===== src/rtl/ysyx_24080006_lsu_pkg.sv =====
// Shared definitions for the LSU: funct3 codes, AXI responses, FSM states
// and the latched instruction payload.
package ysyx_24080006_pkg;

  localparam logic [2:0] F3_LB  = 3'b000;
  localparam logic [2:0] F3_LH  = 3'b001;
  localparam logic [2:0] F3_LW  = 3'b010;
  localparam logic [2:0] F3_LBU = 3'b100;
  localparam logic [2:0] F3_LHU = 3'b101;
  localparam logic [2:0] F3_SB  = 3'b000;
  localparam logic [2:0] F3_SH  = 3'b001;
  localparam logic [2:0] F3_SW  = 3'b010;

  localparam logic [1:0] RESP_OKAY   = 2'b00;
  localparam logic [1:0] RESP_SLVERR = 2'b10;

  localparam int NUM_LANES = 4;

  typedef enum logic [2:0] {
    IDLE, RADDR, RDATA, WRITE, WRESP, DONE
  } lsu_state_t;

  typedef enum logic [1:0] {SZ_B, SZ_H, SZ_W} lsu_size_t;

  typedef struct packed {
    logic [31:0] dnpc;
    logic [31:0] sdata;
    logic [3:0]  rd_addr;
    logic [31:0] alu_res;
    logic [2:0]  funct3;
    logic        load;
    logic        store;
    logic        wb;
    logic        jump;
    logic        branch;
    logic [11:0] csr_addr;
    logic        csr_we;
    logic [31:0] csr_wdata;
    logic        ecall;
    logic [31:0] pc;
  } lsu_pay_t;

  // Unknown encodings on a memory op fall back to a full word.
  function automatic lsu_size_t lsu_size(input logic [2:0] f3, input logic is_store);
    lsu_size_t sz;
    sz = SZ_W;
    if (is_store) begin
      case (f3)
        F3_SB:   sz = SZ_B;
        F3_SH:   sz = SZ_H;
        default: sz = SZ_W;
      endcase
    end else begin
      case (f3)
        F3_LB, F3_LBU: sz = SZ_B;
        F3_LH, F3_LHU: sz = SZ_H;
        default:       sz = SZ_W;
      endcase
    end
    return sz;
  endfunction

endpackage


===== src/rtl/ysyx_24080006_lsu_if.sv =====
// Stage-to-stage handshake bundle; prev is the receiving side, next the sending side.
interface ysyx_24080006_uif;
  logic        valid;
  logic        ready;
  logic [31:0] dnpc;
  logic [31:0] sdata;
  logic [3:0]  rd_addr;
  logic [31:0] alu_res;
  logic [2:0]  funct3;
  logic        load;
  logic        store;
  logic        wb;
  logic        jump;
  logic        branch;
  logic [11:0] csr_addr;
  logic        csr_we;
  logic [31:0] csr_wdata;
  logic        ecall;
  logic [31:0] pc;
  logic [31:0] wb_data;
  logic        mem_err;

  modport prev (
    input  valid, dnpc, sdata, rd_addr, alu_res, funct3, load, store, wb, jump,
           branch, csr_addr, csr_we, csr_wdata, ecall, pc,
    output ready
  );

  modport next (
    output valid, dnpc, sdata, rd_addr, alu_res, funct3, load, store, wb, jump,
           branch, csr_addr, csr_we, csr_wdata, ecall, pc, wb_data, mem_err,
    input  ready
  );
endinterface


===== src/rtl/ysyx_24080006_lsu_align.sv =====
// Byte-lane steering: store strobes/replication, load extraction, misalignment.
module ysyx_24080006_lsu_align
  import ysyx_24080006_pkg::*;
(
  input  logic [2:0]  funct3,
  input  logic        is_store,
  input  logic [1:0]  addr,
  input  logic [31:0] sdata,
  input  logic [31:0] rdata,
  output logic [3:0]  wstrb,
  output logic [31:0] wdata,
  output logic [31:0] ld_data,
  output logic        misaligned
);

  lsu_size_t   sz;
  logic [7:0]  lb;
  logic [15:0] lh;
  logic        sgn;

  assign sz = lsu_size(funct3, is_store);

  for (genvar l = 0; l < NUM_LANES; l++) begin : g_lane
    assign wdata[8*l +: 8] = (sz == SZ_B) ? sdata[7:0] :
                             (sz == SZ_H) ? sdata[8*(l%2) +: 8] :
                                            sdata[8*l +: 8];
  end

  always_comb begin
    wstrb = 4'b1111;
    case (sz)
      SZ_B:    wstrb = 4'b0001 << addr;
      SZ_H:    wstrb = 4'b0011 << addr;
      default: wstrb = 4'b1111;
    endcase
  end

  assign misaligned = ((sz == SZ_H) && addr[0]) || ((sz == SZ_W) && (addr != 2'b00));

  // Halfword reads only reach the bus half-aligned, so addr[1] picks the half.
  assign lb  = rdata[{addr, 3'b000} +: 8];
  assign lh  = addr[1] ? rdata[31:16] : rdata[15:0];
  assign sgn = ~funct3[2];

  always_comb begin
    ld_data = rdata;
    case (sz)
      SZ_B:    ld_data = {{24{sgn & lb[7]}}, lb};
      SZ_H:    ld_data = {{16{sgn & lh[15]}}, lh};
      default: ld_data = rdata;
    endcase
  end

endmodule


===== src/rtl/ysyx_24080006_lsu.sv =====
// Load/store unit: one AXI4-Lite data access per instruction between execute and write-back.
module ysyx_24080006_lsu
  import ysyx_24080006_pkg::*;
#(
  parameter int ADDR_W = 32,
  parameter int DATA_W = 32
) (
  input  logic              clock,
  input  logic              reset,
  ysyx_24080006_uif.prev    exu,
  ysyx_24080006_uif.next    wbu,
  output logic [ADDR_W-1:0] araddr,
  output logic              arvalid,
  input  logic              arready,
  input  logic [DATA_W-1:0] rdata,
  input  logic [1:0]        rresp,
  input  logic              rvalid,
  output logic              rready,
  output logic [ADDR_W-1:0] awaddr,
  output logic              awvalid,
  input  logic              awready,
  output logic [DATA_W-1:0] wdata,
  output logic [3:0]        wstrb,
  output logic              wvalid,
  input  logic              wready,
  input  logic [1:0]        bresp,
  input  logic              bvalid,
  output logic              bready
);

  lsu_state_t  state_q, state_d;
  lsu_pay_t    pay;
  logic [31:0] wb_data_q;
  logic        mem_err_q;
  logic        aw_done, w_done;
  logic        idle, accept, mem_op;

  logic [2:0]  al_f3;
  logic        al_st;
  logic [1:0]  al_addr;
  logic [3:0]  al_strb;
  logic [31:0] al_wdata, al_ld;
  logic        al_mis;

  assign idle   = (state_q == IDLE);
  assign accept = exu.valid && idle;
  assign mem_op = exu.load || exu.store;

  // In IDLE the aligner looks at the incoming op so misalignment is known at accept.
  assign al_f3   = idle ? exu.funct3       : pay.funct3;
  assign al_st   = idle ? (exu.store && !exu.load) : (pay.store && !pay.load);
  assign al_addr = idle ? exu.alu_res[1:0] : pay.alu_res[1:0];

  ysyx_24080006_lsu_align u_align (
    .funct3     (al_f3),
    .is_store   (al_st),
    .addr       (al_addr),
    .sdata      (pay.sdata),
    .rdata      (rdata),
    .wstrb      (al_strb),
    .wdata      (al_wdata),
    .ld_data    (al_ld),
    .misaligned (al_mis)
  );

  always_ff @(posedge clock) begin
    if (reset) begin
      state_q   <= IDLE;
      pay       <= '0;
      wb_data_q <= '0;
      mem_err_q <= 1'b0;
      aw_done   <= 1'b0;
      w_done    <= 1'b0;
    end else begin
      state_q <= state_d;
      case (state_q)
        IDLE: if (accept) begin
          pay.dnpc      <= exu.dnpc;
          pay.sdata     <= exu.sdata;
          pay.rd_addr   <= exu.rd_addr;
          pay.alu_res   <= exu.alu_res;
          pay.funct3    <= exu.funct3;
          pay.load      <= exu.load;
          pay.store     <= exu.store;
          pay.wb        <= exu.wb;
          pay.jump      <= exu.jump;
          pay.branch    <= exu.branch;
          pay.csr_addr  <= exu.csr_addr;
          pay.csr_we    <= exu.csr_we;
          pay.csr_wdata <= exu.csr_wdata;
          pay.ecall     <= exu.ecall;
          pay.pc        <= exu.pc;
          wb_data_q     <= exu.load ? '0 : exu.alu_res;
          mem_err_q     <= mem_op && al_mis;
          aw_done       <= 1'b0;
          w_done        <= 1'b0;
        end
        RDATA: if (rvalid) begin
          wb_data_q <= al_ld;
          mem_err_q <= (rresp != RESP_OKAY);
        end
        WRITE: begin
          if (awready) aw_done <= 1'b1;
          if (wready)  w_done  <= 1'b1;
        end
        WRESP: if (bvalid) mem_err_q <= (bresp != RESP_OKAY);
        default: ;
      endcase
    end
  end

  always_comb begin
    state_d = state_q;
    case (state_q)
      IDLE: if (accept) begin
        if (mem_op && al_mis) state_d = DONE;
        else if (exu.load)    state_d = RADDR;
        else if (exu.store)   state_d = WRITE;
        else                  state_d = DONE;
      end
      RADDR: if (arready) state_d = RDATA;
      RDATA: if (rvalid)  state_d = DONE;
      WRITE: if ((aw_done || awready) && (w_done || wready)) state_d = WRESP;
      WRESP: if (bvalid)  state_d = DONE;
      DONE:  if (wbu.ready) state_d = IDLE;
      default: state_d = IDLE;
    endcase
  end

  assign araddr  = {pay.alu_res[ADDR_W-1:2], 2'b00};
  assign arvalid = (state_q == RADDR);
  assign rready  = (state_q == RDATA);
  assign awaddr  = {pay.alu_res[ADDR_W-1:2], 2'b00};
  assign awvalid = (state_q == WRITE) && !aw_done;
  assign wvalid  = (state_q == WRITE) && !w_done;
  assign wdata   = al_wdata;
  assign wstrb   = al_strb;
  assign bready  = (state_q == WRESP);

  assign exu.ready     = idle;
  assign wbu.valid     = (state_q == DONE);
  assign wbu.dnpc      = pay.dnpc;
  assign wbu.sdata     = pay.sdata;
  assign wbu.rd_addr   = pay.rd_addr;
  assign wbu.alu_res   = pay.alu_res;
  assign wbu.funct3    = pay.funct3;
  assign wbu.load      = pay.load;
  assign wbu.store     = pay.store;
  assign wbu.wb        = pay.wb;
  assign wbu.jump      = pay.jump;
  assign wbu.branch    = pay.branch;
  assign wbu.csr_addr  = pay.csr_addr;
  assign wbu.csr_we    = pay.csr_we;
  assign wbu.csr_wdata = pay.csr_wdata;
  assign wbu.ecall     = pay.ecall;
  assign wbu.pc        = pay.pc;
  assign wbu.wb_data   = wb_data_q;
  assign wbu.mem_err   = mem_err_q;

endmodule


===== src/flat_wrapper.sv =====
// flat-port wrapper written by rule: the top's interface ports become plain ports
module ysyx_24080006_lsu_flat import ysyx_24080006_pkg::*;
#(
  parameter int ADDR_W = 32,
  parameter int DATA_W = 32
)
  (clock, reset, araddr, arvalid, arready, rdata, rresp, rvalid, rready, awaddr, awvalid, awready, wdata, wstrb, wvalid, wready, bresp, bvalid, bready, exu_valid, exu_dnpc, exu_sdata, exu_rd_addr, exu_alu_res, exu_funct3, exu_load, exu_store, exu_wb, exu_jump, exu_branch, exu_csr_addr, exu_csr_we, exu_csr_wdata, exu_ecall, exu_pc, exu_ready, wbu_valid, wbu_dnpc, wbu_sdata, wbu_rd_addr, wbu_alu_res, wbu_funct3, wbu_load, wbu_store, wbu_wb, wbu_jump, wbu_branch, wbu_csr_addr, wbu_csr_we, wbu_csr_wdata, wbu_ecall, wbu_pc, wbu_wb_data, wbu_mem_err, wbu_ready);
  ysyx_24080006_uif exu_i ();
  ysyx_24080006_uif wbu_i ();
  input  logic clock;
  input  logic reset;
  output logic [ADDR_W-1:0] araddr;
  output logic arvalid;
  input  logic arready;
  input  logic [DATA_W-1:0] rdata;
  input  logic [1:0] rresp;
  input  logic rvalid;
  output logic rready;
  output logic [ADDR_W-1:0] awaddr;
  output logic awvalid;
  input  logic awready;
  output logic [DATA_W-1:0] wdata;
  output logic [3:0] wstrb;
  output logic wvalid;
  input  logic wready;
  input  logic [1:0] bresp;
  input  logic bvalid;
  output logic bready;
  input wire logic [$bits(exu_i.valid)-1:0] exu_valid;
  input wire logic [$bits(exu_i.dnpc)-1:0] exu_dnpc;
  input wire logic [$bits(exu_i.sdata)-1:0] exu_sdata;
  input wire logic [$bits(exu_i.rd_addr)-1:0] exu_rd_addr;
  input wire logic [$bits(exu_i.alu_res)-1:0] exu_alu_res;
  input wire logic [$bits(exu_i.funct3)-1:0] exu_funct3;
  input wire logic [$bits(exu_i.load)-1:0] exu_load;
  input wire logic [$bits(exu_i.store)-1:0] exu_store;
  input wire logic [$bits(exu_i.wb)-1:0] exu_wb;
  input wire logic [$bits(exu_i.jump)-1:0] exu_jump;
  input wire logic [$bits(exu_i.branch)-1:0] exu_branch;
  input wire logic [$bits(exu_i.csr_addr)-1:0] exu_csr_addr;
  input wire logic [$bits(exu_i.csr_we)-1:0] exu_csr_we;
  input wire logic [$bits(exu_i.csr_wdata)-1:0] exu_csr_wdata;
  input wire logic [$bits(exu_i.ecall)-1:0] exu_ecall;
  input wire logic [$bits(exu_i.pc)-1:0] exu_pc;
  output wire logic [$bits(exu_i.ready)-1:0] exu_ready;
  output wire logic [$bits(wbu_i.valid)-1:0] wbu_valid;
  output wire logic [$bits(wbu_i.dnpc)-1:0] wbu_dnpc;
  output wire logic [$bits(wbu_i.sdata)-1:0] wbu_sdata;
  output wire logic [$bits(wbu_i.rd_addr)-1:0] wbu_rd_addr;
  output wire logic [$bits(wbu_i.alu_res)-1:0] wbu_alu_res;
  output wire logic [$bits(wbu_i.funct3)-1:0] wbu_funct3;
  output wire logic [$bits(wbu_i.load)-1:0] wbu_load;
  output wire logic [$bits(wbu_i.store)-1:0] wbu_store;
  output wire logic [$bits(wbu_i.wb)-1:0] wbu_wb;
  output wire logic [$bits(wbu_i.jump)-1:0] wbu_jump;
  output wire logic [$bits(wbu_i.branch)-1:0] wbu_branch;
  output wire logic [$bits(wbu_i.csr_addr)-1:0] wbu_csr_addr;
  output wire logic [$bits(wbu_i.csr_we)-1:0] wbu_csr_we;
  output wire logic [$bits(wbu_i.csr_wdata)-1:0] wbu_csr_wdata;
  output wire logic [$bits(wbu_i.ecall)-1:0] wbu_ecall;
  output wire logic [$bits(wbu_i.pc)-1:0] wbu_pc;
  output wire logic [$bits(wbu_i.wb_data)-1:0] wbu_wb_data;
  output wire logic [$bits(wbu_i.mem_err)-1:0] wbu_mem_err;
  input wire logic [$bits(wbu_i.ready)-1:0] wbu_ready;
  assign exu_i.valid = exu_valid;
  assign exu_i.dnpc = exu_dnpc;
  assign exu_i.sdata = exu_sdata;
  assign exu_i.rd_addr = exu_rd_addr;
  assign exu_i.alu_res = exu_alu_res;
  assign exu_i.funct3 = exu_funct3;
  assign exu_i.load = exu_load;
  assign exu_i.store = exu_store;
  assign exu_i.wb = exu_wb;
  assign exu_i.jump = exu_jump;
  assign exu_i.branch = exu_branch;
  assign exu_i.csr_addr = exu_csr_addr;
  assign exu_i.csr_we = exu_csr_we;
  assign exu_i.csr_wdata = exu_csr_wdata;
  assign exu_i.ecall = exu_ecall;
  assign exu_i.pc = exu_pc;
  assign exu_ready = exu_i.ready;
  assign wbu_valid = wbu_i.valid;
  assign wbu_dnpc = wbu_i.dnpc;
  assign wbu_sdata = wbu_i.sdata;
  assign wbu_rd_addr = wbu_i.rd_addr;
  assign wbu_alu_res = wbu_i.alu_res;
  assign wbu_funct3 = wbu_i.funct3;
  assign wbu_load = wbu_i.load;
  assign wbu_store = wbu_i.store;
  assign wbu_wb = wbu_i.wb;
  assign wbu_jump = wbu_i.jump;
  assign wbu_branch = wbu_i.branch;
  assign wbu_csr_addr = wbu_i.csr_addr;
  assign wbu_csr_we = wbu_i.csr_we;
  assign wbu_csr_wdata = wbu_i.csr_wdata;
  assign wbu_ecall = wbu_i.ecall;
  assign wbu_pc = wbu_i.pc;
  assign wbu_wb_data = wbu_i.wb_data;
  assign wbu_mem_err = wbu_i.mem_err;
  assign wbu_i.ready = wbu_ready;
  ysyx_24080006_lsu #(.ADDR_W(ADDR_W), .DATA_W(DATA_W)) u_core (.clock(clock), .reset(reset), .exu(exu_i), .wbu(wbu_i), .araddr(araddr), .arvalid(arvalid), .arready(arready), .rdata(rdata), .rresp(rresp), .rvalid(rvalid), .rready(rready), .awaddr(awaddr), .awvalid(awvalid), .awready(awready), .wdata(wdata), .wstrb(wstrb), .wvalid(wvalid), .wready(wready), .bresp(bresp), .bvalid(bvalid), .bready(bready));
endmodule

===== config.mk =====
export PLATFORM = sky130hd
export DESIGN_NAME = ysyx_24080006_lsu_flat
export DESIGN_NICKNAME = d
export VERILOG_FILES = /design/src/rtl/ysyx_24080006_lsu_pkg.sv /design/src/rtl/ysyx_24080006_lsu_if.sv /design/src/rtl/ysyx_24080006_lsu_align.sv /design/src/rtl/ysyx_24080006_lsu.sv /design/src/flat_wrapper.sv
export SDC_FILE = /design/constraint.sdc
export NUM_CORES = 1
export LEC_CHECK = 0
export CORE_AREA = 8 8 209 211
export CTS_CLUSTER_DIAMETER = 30
export DETAILED_ROUTE_END_ITERATION = 16
export DIE_AREA = 0 0 217 219
export GPL_ROUTABILITY_DRIVEN = 0
export HOLD_SLACK_MARGIN = 0.12
export PLACE_DENSITY_LB_ADDON = 0.2
export SYNTH_ARGS = -nofsm -noshare
export SYNTH_HDL_FRONTEND = slang
export SYNTH_HIERARCHICAL = 1
export SYNTH_SLANG_ARGS = --single-unit

===== constraint.sdc =====
create_clock -name clock -period 3.1 [get_ports clock]
set_input_delay 0.465 -clock clock [delete_from_list [all_inputs] [get_ports clock]]
set_output_delay 0.465 -clock clock [all_outputs]
set_load 0.02 [all_outputs]

==> results.py, run 1 <==
metrics = {
    "status": {
        "status": "finished clean",
    },
    "logic_synthesis": {
        "synth_area_leader_cell": "dfxtp_1",
        "syn_area_sq_um": 10240,
        "synth_seq_cells": 224,
        "synth_area_per_cell_sq_um": 7.830,
        "yosysWarnings": 6,
        "synth_cell_types": 51,
        "ys_seq_area_share_pct": 43.79,
        "netlist_instances": 1308,
        "synth_top_area_share_pct": 43.79,
        "synth_area_leaders": "dfxtp_1 44%, nand2_1 16%, a21oi_1 11%, buf_4 6.5%, a211oi_1 2.4%",
    },
    "die": {
        "start_util_pct": 25.37,
        "rows": 74,
        "die_area_sq_um": 47520,
        "fp.dieW_um": 217,
        "io_pins": 557,
        "die_h_um": 219,
        "core_sq_um": 40370,
    },
    "timing": {
        "hold_violations": 0,
        "setup_viol": 0,
        "min_period_over_period_pct": 99.09,
        "worstMarginPinSlew_ns": 0.7353,
        "fmax_mhz": 325.5,
        "period_needed_ns": 3.072,
        "tns_ns": 0,
        "rsz0062_at_grt": "true",
        "slew_headroom_pct": 50.88,
        "fin_worst_skew_ns": 0.01878,
        "setup_slack_ns": 0.02817,
        "finalMaxSlewViolations": 0,
    },
    "drt": {
        "ant_nets": 0,
        "drc": 0,
        "drt_pass1_iterations": 5,
        "via_per_inst": 4.617,
        "wl_per_cell_um": 19.93,
        "vias": 10919,
        "drt_iter0_markers": 589,
        "routed_wirelength_um": 47140,
    },
    "clock_tree": {
        "holdBufCountCts": 0,
        "clkSinkCount": 224,
        "cts_root_buf": "clkbuf_16",
        "cts.clk_slew.worst_paths_ns": 0.04,
        "cts_buffers": 58,
        "cts_tree": "built",
        "h-tree-depth": 2,
        "clock_latency_ns": 0.58,
        "cts_buffer_depth": 3,
    },
    "global_routing": {
        "grt-ovfl-total": 0,
        "antenna_found_initial": 4,
        "grt_util_met3_pct": 8.385,
        "use_met1_pct": 19.81,
        "grt_pass1_wl_um": 69160,
        "grt_pass1_vias": 11148,
        "track_usage_pct": 18.75,
        "met2_usage_pct": 32.20,
        "top_usage_layer": "met2",
        "grt_max_degree": 88,
    },
    "setup_path": {
        "path_max_fanout": 8,
        "worstSetupPathType": "register to output pin",
        "startpoint_type": "register",
        "end_kind": "output pin",
        "crit_required_ns": 2.63,
        "critPathArrivalTime_ns": 2.61,
    },
    "final_layout": {
        "area_growth_pct": 75.63,
        "drive_gt1_share_pct": 11.74,
        "layout.nets": 2013,
        "final_area_sq_um": 17990,
        "fillerInstances": 3995,
    },
    "power_and_ir_drop": {
        "power_density_nw_per_um2": 1038,
        "power.total_uw": 18660,
        "ir_worst_vdd_mv": 0.5551,
        "leakage_uw": 0.006648,
    },
    "placed_design": {
        "place_ws_ns": -0.2260,
        "hpwlAfterDp_um": 34820,
        "placed_cell_area_sq_um": 15770,
        "portBuffers": 552,
    },
    "hold_path": {
        "hold_path.class": "input port to register",
    },
    "job": {
        "max-cap-violations": 0,
    },
}
path summary, 6_finish.rpt:
kind | from | cells after the start | end | slack, ns
setup reg to reg | u_core/state_q[2]$_SDFFE_PP0P_ | 10 | u_core/wbu.wb_data[15]$_SDFFE_PP0P_ | 0.25
hold / removal | reset | 2 | u_core/wbu.jump$_SDFFE_PP0P_ | 0.32
setup / recovery | u_core/state_q[2]$_SDFFE_PP0P_ | 9 | wdata[12] | 0.03
hold reg to reg | u_core/wbu.csr_wdata[30]$_SDFFE_PP0P_ | 2 | u_core/wbu.csr_wdata[30]$_SDFFE_PP0P_ | 0.45
cell usage in the layout, fill, tap and decap left out, drive strengths merged, types with 2 or more instances in the layout:
cell type and instances:
clkdlybuf4s50 523, buf 48, dfxtp 224, clkdlybuf4s15 6, mux4 8, nand3 3, clkinvlp 7, nand2 424
nor2 40, a211oi 33, clkbuf 90, o21ai 39, nor3 5, a22oi 2, a21oi 228, bufinv 13
mux2i 12, diode 2, a221o 8, nand2b 2, a311oi 2, or3 3, and3 8, o22ai 3
clkinv 10, mux2 21, nor3b 35, conb 4, nor2b 3, and2 2, inv 6, a2bb2oi 7
Yosys cell counts, drive strengths merged:
| library cell | instances |
|---|---|
| nand2 | 424 |
| a21oi | 228 |
| dfxtp | 224 |
| buf | 135 |
| clkbuf | 45 |
| nor2 | 40 |
| o21ai | 39 |
| nor3b | 35 |
| a211oi | 33 |
| mux2 | 21 |
| mux2i | 12 |
| a221o | 8 |
| and3 | 8 |
| mux4 | 8 |
| a2bb2oi | 7 |
| nor3 | 5 |
| inv | 4 |
| nand3 | 3 |
| nor2b | 3 |
| o22ai | 3 |
| or3 | 3 |
| a22oi | 2 |
| a311oi | 2 |
| and2 | 2 |
| nand2b | 2 |
| a21o | 1 |
| a311o | 1 |
| a31o | 1 |
| a32o | 1 |
| and3b | 1 |
| conb | 1 |
| nand3b | 1 |
| nand4 | 1 |
| o211a | 1 |
| o211ai | 1 |
| o21bai | 1 |
| o311a | 1 |
power by group:
group | internal (uW) | total [uW] | leakage [uW] | switching, uW
sequential | 3520 | 3950 | 0.00184 | 434
combinational | 3460 | 8080 | 0.00377 | 4620
clock | 4760 | 6630 | 0.00105 | 1860
worst max-delay path, cell delays in order, from the launching register on:
cell and delay, ns:
dfxtp_2 0.32, nor3_4 0.24, buf_12 0.15, mux2_4 0.31
a21o_4 0.23, nor2_4 0.10, buf_12 0.14, buf_6 0.10
mux2_4 0.29, buf_6 0.13
what timing repair did:
item / CTS / global route
resized for setup: 75 / 47
cloned: 0 / 0
endpoints found under the setup margin: 28 / 28
pin swaps: 2 / 3
buffers inserted: 4 / 1
layer usage:
layer / wire length (um) / vias up
li1: - / 5297
met1: 17220 / 5058
met2: 23160 / 475
met3: 5303 / 85
met4: 1416 / 4
met5: 27 / -
sequential cells by signal (all words and copies together) (netlist names), 4 cells and up:
register and count:
u_core/wbu.wb_data 32, u_core/wbu.csr_addr 12, u_core/wbu.pc 32, u_core/wbu.csr_wdata 32, u_core/wbu.alu_res 32, u_core/wbu.dnpc 32, u_core/wbu.sdata 32, u_core/wbu.rd_addr 4
per-stage QoR:
stage	instances	util (%)	hold slack (ns)
after floorplan	1311	-	0.4961
after global placement	2249	39.07	0.4408
after detailed placement	2249	39.07	0.4455
after CTS	2362	44.50	0.2911
after global routing	2364	44.55	0.3277
final	2365	44.55	0.3197
cells by family after synthesis:
group	share of synthesized area (%)
other cells	0.03662
simple gates	21.53
buf+inv	10.82
mux	5.278
flops	43.79
compound gates	18.55
final cells by class:
type | instances | area, sq um | share of cell area (%)
timing repair buffer | 591 | 5911 | 32.86
multi-input combinational | 903 | 4733 | 26.32
sequential | 224 | 4487 | 24.95
clock buffer | 77 | 1644 | 9.141
tap | 532 | 665.6 | 3.701
clock inverter | 32 | 525.5 | 2.922
inverter | 4 | 15.01 | 0.08348
antenna | 2 | 5.005 | 0.02783
No activity file was read; power rests on OpenSTA's default activity.
==> run 2: changes to the inputs <==
--- a/config.mk
+++ b/config.mk
@@ -16,3 +16,4 @@
 export SYNTH_HDL_FRONTEND = slang
 export SYNTH_HIERARCHICAL = 1
 export SYNTH_SLANG_ARGS = --single-unit
+export TNS_END_PERCENT = 5
==> results.py, run 2 (synthesis results as in run 1) <==
metrics = {
    "status": {
        "status": "finished clean",
    },
    "die": {
        "start_util_pct": 25.37,
        "die_area_sq_um": 47520,
        "die_h_um": 219,
        "fp.dieW_um": 217,
        "io_pins": 557,
        "core_sq_um": 40370,
        "rows": 74,
    },
    "drt": {
        "drt_pass1_iterations": 5,
        "drt_iter0_markers": 599,
        "ant_nets": 0,
        "wl_per_cell_um": 20.01,
        "vias": 10929,
        "drc": 0,
        "via_per_inst": 4.615,
        "routed_wirelength_um": 47380,
    },
    "final_layout": {
        "drive_gt1_share_pct": 11.95,
        "layout.nets": 2015,
        "fillerInstances": 3984,
        "final_cell_mix": "523 x clkdlybuf4s50_1, 423 x nand2_1, 226 x a21oi_1",
        "final_common_cell": "clkdlybuf4s50_1",
        "area_growth_pct": 76.42,
    },
    "setup_path": {
        "startpoint_type": "register",
        "reg2reg_depth": 11,
        "path_max_fanout": 5,
        "worstSetupPathType": "register to output pin",
        "crit_required_ns": 2.63,
        "end_kind": "output pin",
        "critPathArrivalTime_ns": 2.60,
    },
    "power_and_ir_drop": {
        "p_sw_uw": 6959,
        "p_int_uw": 11810,
        "pwr-share-seq_pct": 21.0,
        "power.total_uw": 18770,
        "clockPowerShare_pct": 35.3,
        "ir_worst_vdd_mv": 0.5552,
        "leakage_uw": 0.006681,
        "power_density_nw_per_um2": 1039,
        "swShare_pct": 37.07,
        "p_comb_share_pct": 43.6,
    },
    "timing": {
        "setup_slack_ns": 0.03875,
        "finalMaxSlewViolations": 0,
        "slew_headroom_pct": 53.07,
        "fin_worst_skew_ns": 0.02054,
        "rsz0062_at_grt": "true",
        "setup_viol": 0,
        "hold_violations": 0,
        "period_needed_ns": 3.061,
        "min_period_over_period_pct": 98.75,
        "fmax_mhz": 326.7,
        "worstMarginPinSlew_ns": 0.7040,
    },
    "placed_design": {
        "place_ws_ns": -0.2260,
        "hpwlAfterDp_um": 34820,
        "portBuffers": 552,
    },
    "global_routing": {
        "grt_pass1_wl_um": 69030,
        "grt_pass1_vias": 11121,
        "track_usage_pct": 18.73,
        "grt-ovfl-total": 0,
        "antenna_found_initial": 5,
        "grt_max_degree": 88,
    },
    "hold_path": {
        "whs_path_depth": 2,
        "hold_path.class": "input port to register",
    },
    "clock_tree": {
        "clock_latency_ns": 0.58,
        "holdBufCountCts": 0,
        "cts.clk_slew.worst_paths_ns": 0.04,
        "cts_root_buf": "clkbuf_16",
        "clkSinkCount": 224,
        "h-tree-depth": 2,
        "cts_tree": "built",
        "cts_buffers": 58,
        "cts_buffer_depth": 3,
    },
    "job": {
        "max-cap-violations": 0,
    },
}
run 2: worst paths after layout:
path | from | to | slack (ns)
setup / recovery | u_core/state_q[2]$_SDFFE_PP0P_ | wdata[13] | 0.04
hold / removal | reset | u_core/wbu.jump$_SDFFE_PP0P_ | 0.31
setup reg to reg | u_core/state_q[2]$_SDFFE_PP0P_ | u_core/wbu.wb_data[8]$_SDFFE_PP0P_ | 0.21
hold reg to reg | u_core/wbu.csr_wdata[30]$_SDFFE_PP0P_ | u_core/wbu.csr_wdata[30]$_SDFFE_PP0P_ | 0.45
run 2: layout make-up:
| class | instances | area (sq um) | area share [%] |
|---|---|---|---|
| multi-input cells | 903 | 4762 | 26.36 |
| diodes | 3 | 7.507 | 0.04155 |
| clock inverters | 32 | 525.5 | 2.909 |
| well taps | 532 | 665.6 | 3.684 |
| repair buffers | 593 | 5962 | 33.00 |
| inverters | 4 | 15.01 | 0.08310 |
| clock buffers | 77 | 1644 | 9.100 |
| flip-flops and latches | 224 | 4486 | 24.83 |
run 2: per-stage QoR:
| step | cells | TNS, ns | utilization [%] | area [sq um] | hold WS, ns |
|---|---|---|---|---|---|
| 3_5_place_dp | 2249 | -2.848 | 39.07 | 15770 | 0.4455 |
| 3_3_place_gp | 2249 | -2.358 | 39.07 | 15770 | 0.4408 |
| 6_report | 2368 | 0 | 44.76 | 18070 | 0.3134 |
| 4_1_cts | 2360 | -0.6012 | 44.39 | 17920 | 0.2911 |
| 2_1_floorplan | 1311 | 0 | - | 10250 | 0.4961 |
| 5_1_grt | 2367 | -0.2888 | 44.75 | 18060 | 0.3277 |
run 2: critical path, stage by stage (launching register included):
cell	delay (ns)
dfxtp_2	0.32
nor3_4	0.24
buf_12	0.15
mux2_4	0.31
a21o_4	0.23
nor2_4	0.15
clkbuf_16	0.18
mux2_4	0.30
buf_6	0.13
run 2: power by group through the flow:
| stage | registers, uW | clock network, uW | logic [uW] |
|---|---|---|---|
| after CTS | 3960 | 6760 | 8080 |
| after floorplan | 4630 | 0 | 4100 |
| after global placement | 3970 | 0 | 8040 |
| after detailed placement | 4000 | 0 | 8070 |
| final | 3950 | 6630 | 8190 |
| after global routing | 4040 | 6900 | 8790 |
run 2: layer usage:
layer	share of wire, %	wire length [um]	GRT usage (%)
met5	0.057	27	0
met4	3.1	1459	8.161
met3	11	5258	8.302
met2	49	23270	32.08
met1	37	17360	19.80
run 2: what timing repair did:
action | 4_1_cts | 5_1_grt
gates resized for setup | 103 | 33
pin swaps | 2 | 3
endpoints found under the setup margin | 28 | 23
setup buffers | 2 | 4
hold endpoints to repair | 0 | 0
cloned | 0 | 1
==> run 3: changes to the inputs <==
--- a/config.mk
+++ b/config.mk
@@ -5,10 +5,10 @@
 export SDC_FILE = /design/constraint.sdc
 export NUM_CORES = 1
 export LEC_CHECK = 0
-export CORE_AREA = 8 8 209 211
+export CORE_AREA = 8 8 211 213
 export CTS_CLUSTER_DIAMETER = 30
 export DETAILED_ROUTE_END_ITERATION = 16
-export DIE_AREA = 0 0 217 219
+export DIE_AREA = 0 0 219 221
 export GPL_ROUTABILITY_DRIVEN = 0
 export HOLD_SLACK_MARGIN = 0.12
 export PLACE_DENSITY_LB_ADDON = 0.2
==> constraint.sdc (replaced) <==
create_clock -name clock -period 2.7 [get_ports clock]
set_input_delay 0.405 -clock clock [delete_from_list [all_inputs] [get_ports clock]]
set_output_delay 0.405 -clock clock [all_outputs]
set_load 0.02 [all_outputs]
==> results.py, run 3 (synthesis results as in run 1) <==
metrics = {
    "status": {
        "status": "finished, violations left",
        "violations": "setup timing",
    },
    "final_layout": {
        "final_area_sq_um": 18590,
        "area_growth_pct": 81.53,
        "layout.nets": 2034,
        "fin_cells": 2394,
        "drive_gt1_share_pct": 13.33,
        "utilization_pct": 45.02,
        "final_common_cell": "clkdlybuf4s50_1",
        "final_cell_mix": "518 x clkdlybuf4s50_1, 423 x nand2_1, 226 x a21oi_1",
        "fillerInstances": 4039,
    },
    "setup_path": {
        "r2r-end": "u_core/wbu.wb_data[14]$_SDFFE_PP0P_",
        "r2r-start": "u_core/state_q[2]$_SDFFE_PP0P_",
        "crit_path_max_incr_delay_ns": 0.31,
        "critPathMostFrequentCell": "mux2_4",
        "path_max_fanout": 7,
        "critPathArrivalTime_ns": 2.46,
        "worstSetupPathType": "register to output pin",
        "crit_required_ns": 2.30,
        "path_cells": "nor3_2, buf_4, mux2_4, a21o_4, nor2_4, buf_12, mux2_4, buf_6",
        "r2r_setup_slack_ns": 0.06,
        "end_kind": "output pin",
        "reg2reg_depth": 10,
        "startpoint_type": "register",
        "slowest_stage": "dfxtp_2",
    },
    "power_and_ir_drop": {
        "ir_worst_vdd_mv": 0.6163,
        "p_int_uw": 14780,
        "swShare_pct": 35.75,
        "power.total_uw": 23010,
        "leakage_uw": 0.006990,
        "clockPowerShare_pct": 38.4,
        "p_comb_share_pct": 41.8,
        "power_density_nw_per_um2": 1238,
        "pwr-share-seq_pct": 19.8,
        "p_sw_uw": 8226,
    },
    "placed_design": {
        "placedCellCount": 2271,
        "place_ws_ns": -0.4129,
        "placed_cell_area_sq_um": 15910,
        "hpwlAfterDp_um": 35640,
        "portBuffers": 552,
    },
    "timing": {
        "fin_worst_skew_ns": 0.01499,
        "period_needed_ns": 2.869,
        "hold_violations": 0,
        "setup_viol": 17,
        "finalMaxSlewViolations": 0,
        "min_period_over_period_pct": 106.2,
        "setup_slack_ns": -0.1687,
        "slew_headroom_pct": 46.55,
        "worstMarginPinSlew_ns": 0.8001,
        "fmax_mhz": 348.6,
        "rsz0062_at_grt": "true",
    },
    "drt": {
        "drt_pass1_iterations": 6,
        "drc": 0,
        "via_per_inst": 4.626,
        "routed_wirelength_um": 48230,
        "vias": 11074,
        "drt_iter0_markers": 550,
        "wl_per_cell_um": 20.15,
        "ant_nets": 0,
    },
    "global_routing": {
        "grt-ovfl-total": 0,
        "grt_max_degree": 95,
        "grt_pass1_vias": 11288,
        "grt_pass1_wl_um": 70840,
        "track_usage_pct": 18.89,
        "antenna_found_initial": 4,
    },
    "clock_tree": {
        "h-tree-depth": 3,
        "clkSinkCount": 224,
        "cts_buffer_depth": 3,
        "cts.clk_slew.worst_paths_ns": 0.04,
        "cts_tree": "built",
        "cts_root_buf": "clkbuf_16",
        "clock_latency_ns": 0.56,
        "cts_buffers": 67,
        "holdBufCountCts": 0,
    },
    "die": {
        "fp.dieW_um": 219,
        "io_pins": 557,
        "die_area_sq_um": 48400,
        "die_h_um": 221,
        "core_sq_um": 41290,
        "start_util_pct": 24.80,
        "rows": 75,
    },
    "hold_path": {
        "whs_path_depth": 2,
        "min-delay-start": "reset",
        "min_to": "u_core/wbu.dnpc[0]$_SDFFE_PP0P_",
        "hold_path.class": "input port to register",
    },
    "job": {
        "max-cap-violations": 0,
    },
}
==> run 3: changes by cell type in the layout (fill, tap and decap cells not counted), moves of 3 or more <==
cell             previous run  this run
clkbuf_16                  60        70
buf_2                       8         2
clkbuf_1                    8         5
clkinvlp_4                  7         3
clkdlybuf4s50_1           523       518
buf_4                      29        45
o21ai_1                     3        13
o21ai_0                    27        15
buf_6                       9        17
clkbuf_8                   10        13
bufinv_16                  13        16
clkinv_8                    0         3
clkdlybuf4s15_2             8         0
==> run 3: worst max-delay path: cells and delay by family (launching register included) <==
family	cells	cell delay, ns
AO/OA/AOI/OAI	1	0.23
buffers and inverters	3	0.45
flip-flops	1	0.31
multiplexers	2	0.62
AND/OR/NAND/NOR	2	0.29
==> run 3: metal layers <==
| metal | track usage [%] | vias up | part of all wire [%] |
|---|---|---|---|
| met2 | 31.55 | 489 | 48 |
| met4 | 7.987 | 2 | 3.0 |
| met3 | 8.063 | 83 | 11 |
| li1 | - | 5341 | - |
| met1 | 20.71 | 5159 | 38 |
| met5 | 0 | - | 0.027 |
==> run 3: layout make-up <==
type | count | area [sq um] | area share, %
repair buffers | 603 | 6068 | 32.64
multi-input cells | 903 | 4792 | 25.78
inverters | 4 | 15.01 | 0.08076
clock buffers | 88 | 1949 | 10.49
well taps | 539 | 674.4 | 3.628
clock inverters | 31 | 600.6 | 3.231
flip-flops and latches | 224 | 4486 | 24.13
diodes | 2 | 5.005 | 0.02692
==> run 3: timing repair <==
| item | 4_1_cts | 5_1_grt |
|---|---|---|
| endpoints found under the hold margin | 0 | 0 |
| endpoints found under the setup margin | 38 | 50 |
| resized for setup | 137 | 62 |
| buffers inserted | 2 | 0 |
| pin swaps | 2 | 4 |
==> run 3: worst max path at each step <==
stage,endpoint,from
2_1_floorplan,wdata[14],u_core/state_q[2]$_SDFFE_PP0P_
3_3_place_gp,u_core/state_q[2]$_SDFFE_PP0P_,exu_funct3[1]
3_5_place_dp,u_core/state_q[2]$_SDFFE_PP0P_,exu_store
4_1_cts,wdata[11],u_core/state_q[2]$_SDFFE_PP0P_
5_1_grt,wdata[10],u_core/state_q[2]$_SDFFE_PP0P_
6_report,wdata[11],u_core/state_q[2]$_SDFFE_PP0P_
==> run 3: stage by stage <==
stage,TNS [ns],hold slack (ns)
6_report,-1.767,0.3312
3_3_place_gp,-8.360,0.4411
5_1_grt,-4.589,0.3457
3_5_place_dp,-8.878,0.4455
4_1_cts,-5.602,0.3124
2_1_floorplan,0,0.4961
==> run 3: power by group through the flow <==
stage / Sequential, uW / Combinational, uW / Clock [uW]
after global placement: 4570 / 9460 / 0
final: 4550 / 9620 / 8840
after detailed placement: 4600 / 9480 / 0
after floorplan: 5310 / 4710 / 0
after global routing: 4640 / 10300 / 9200
after CTS: 4560 / 9590 / 9020
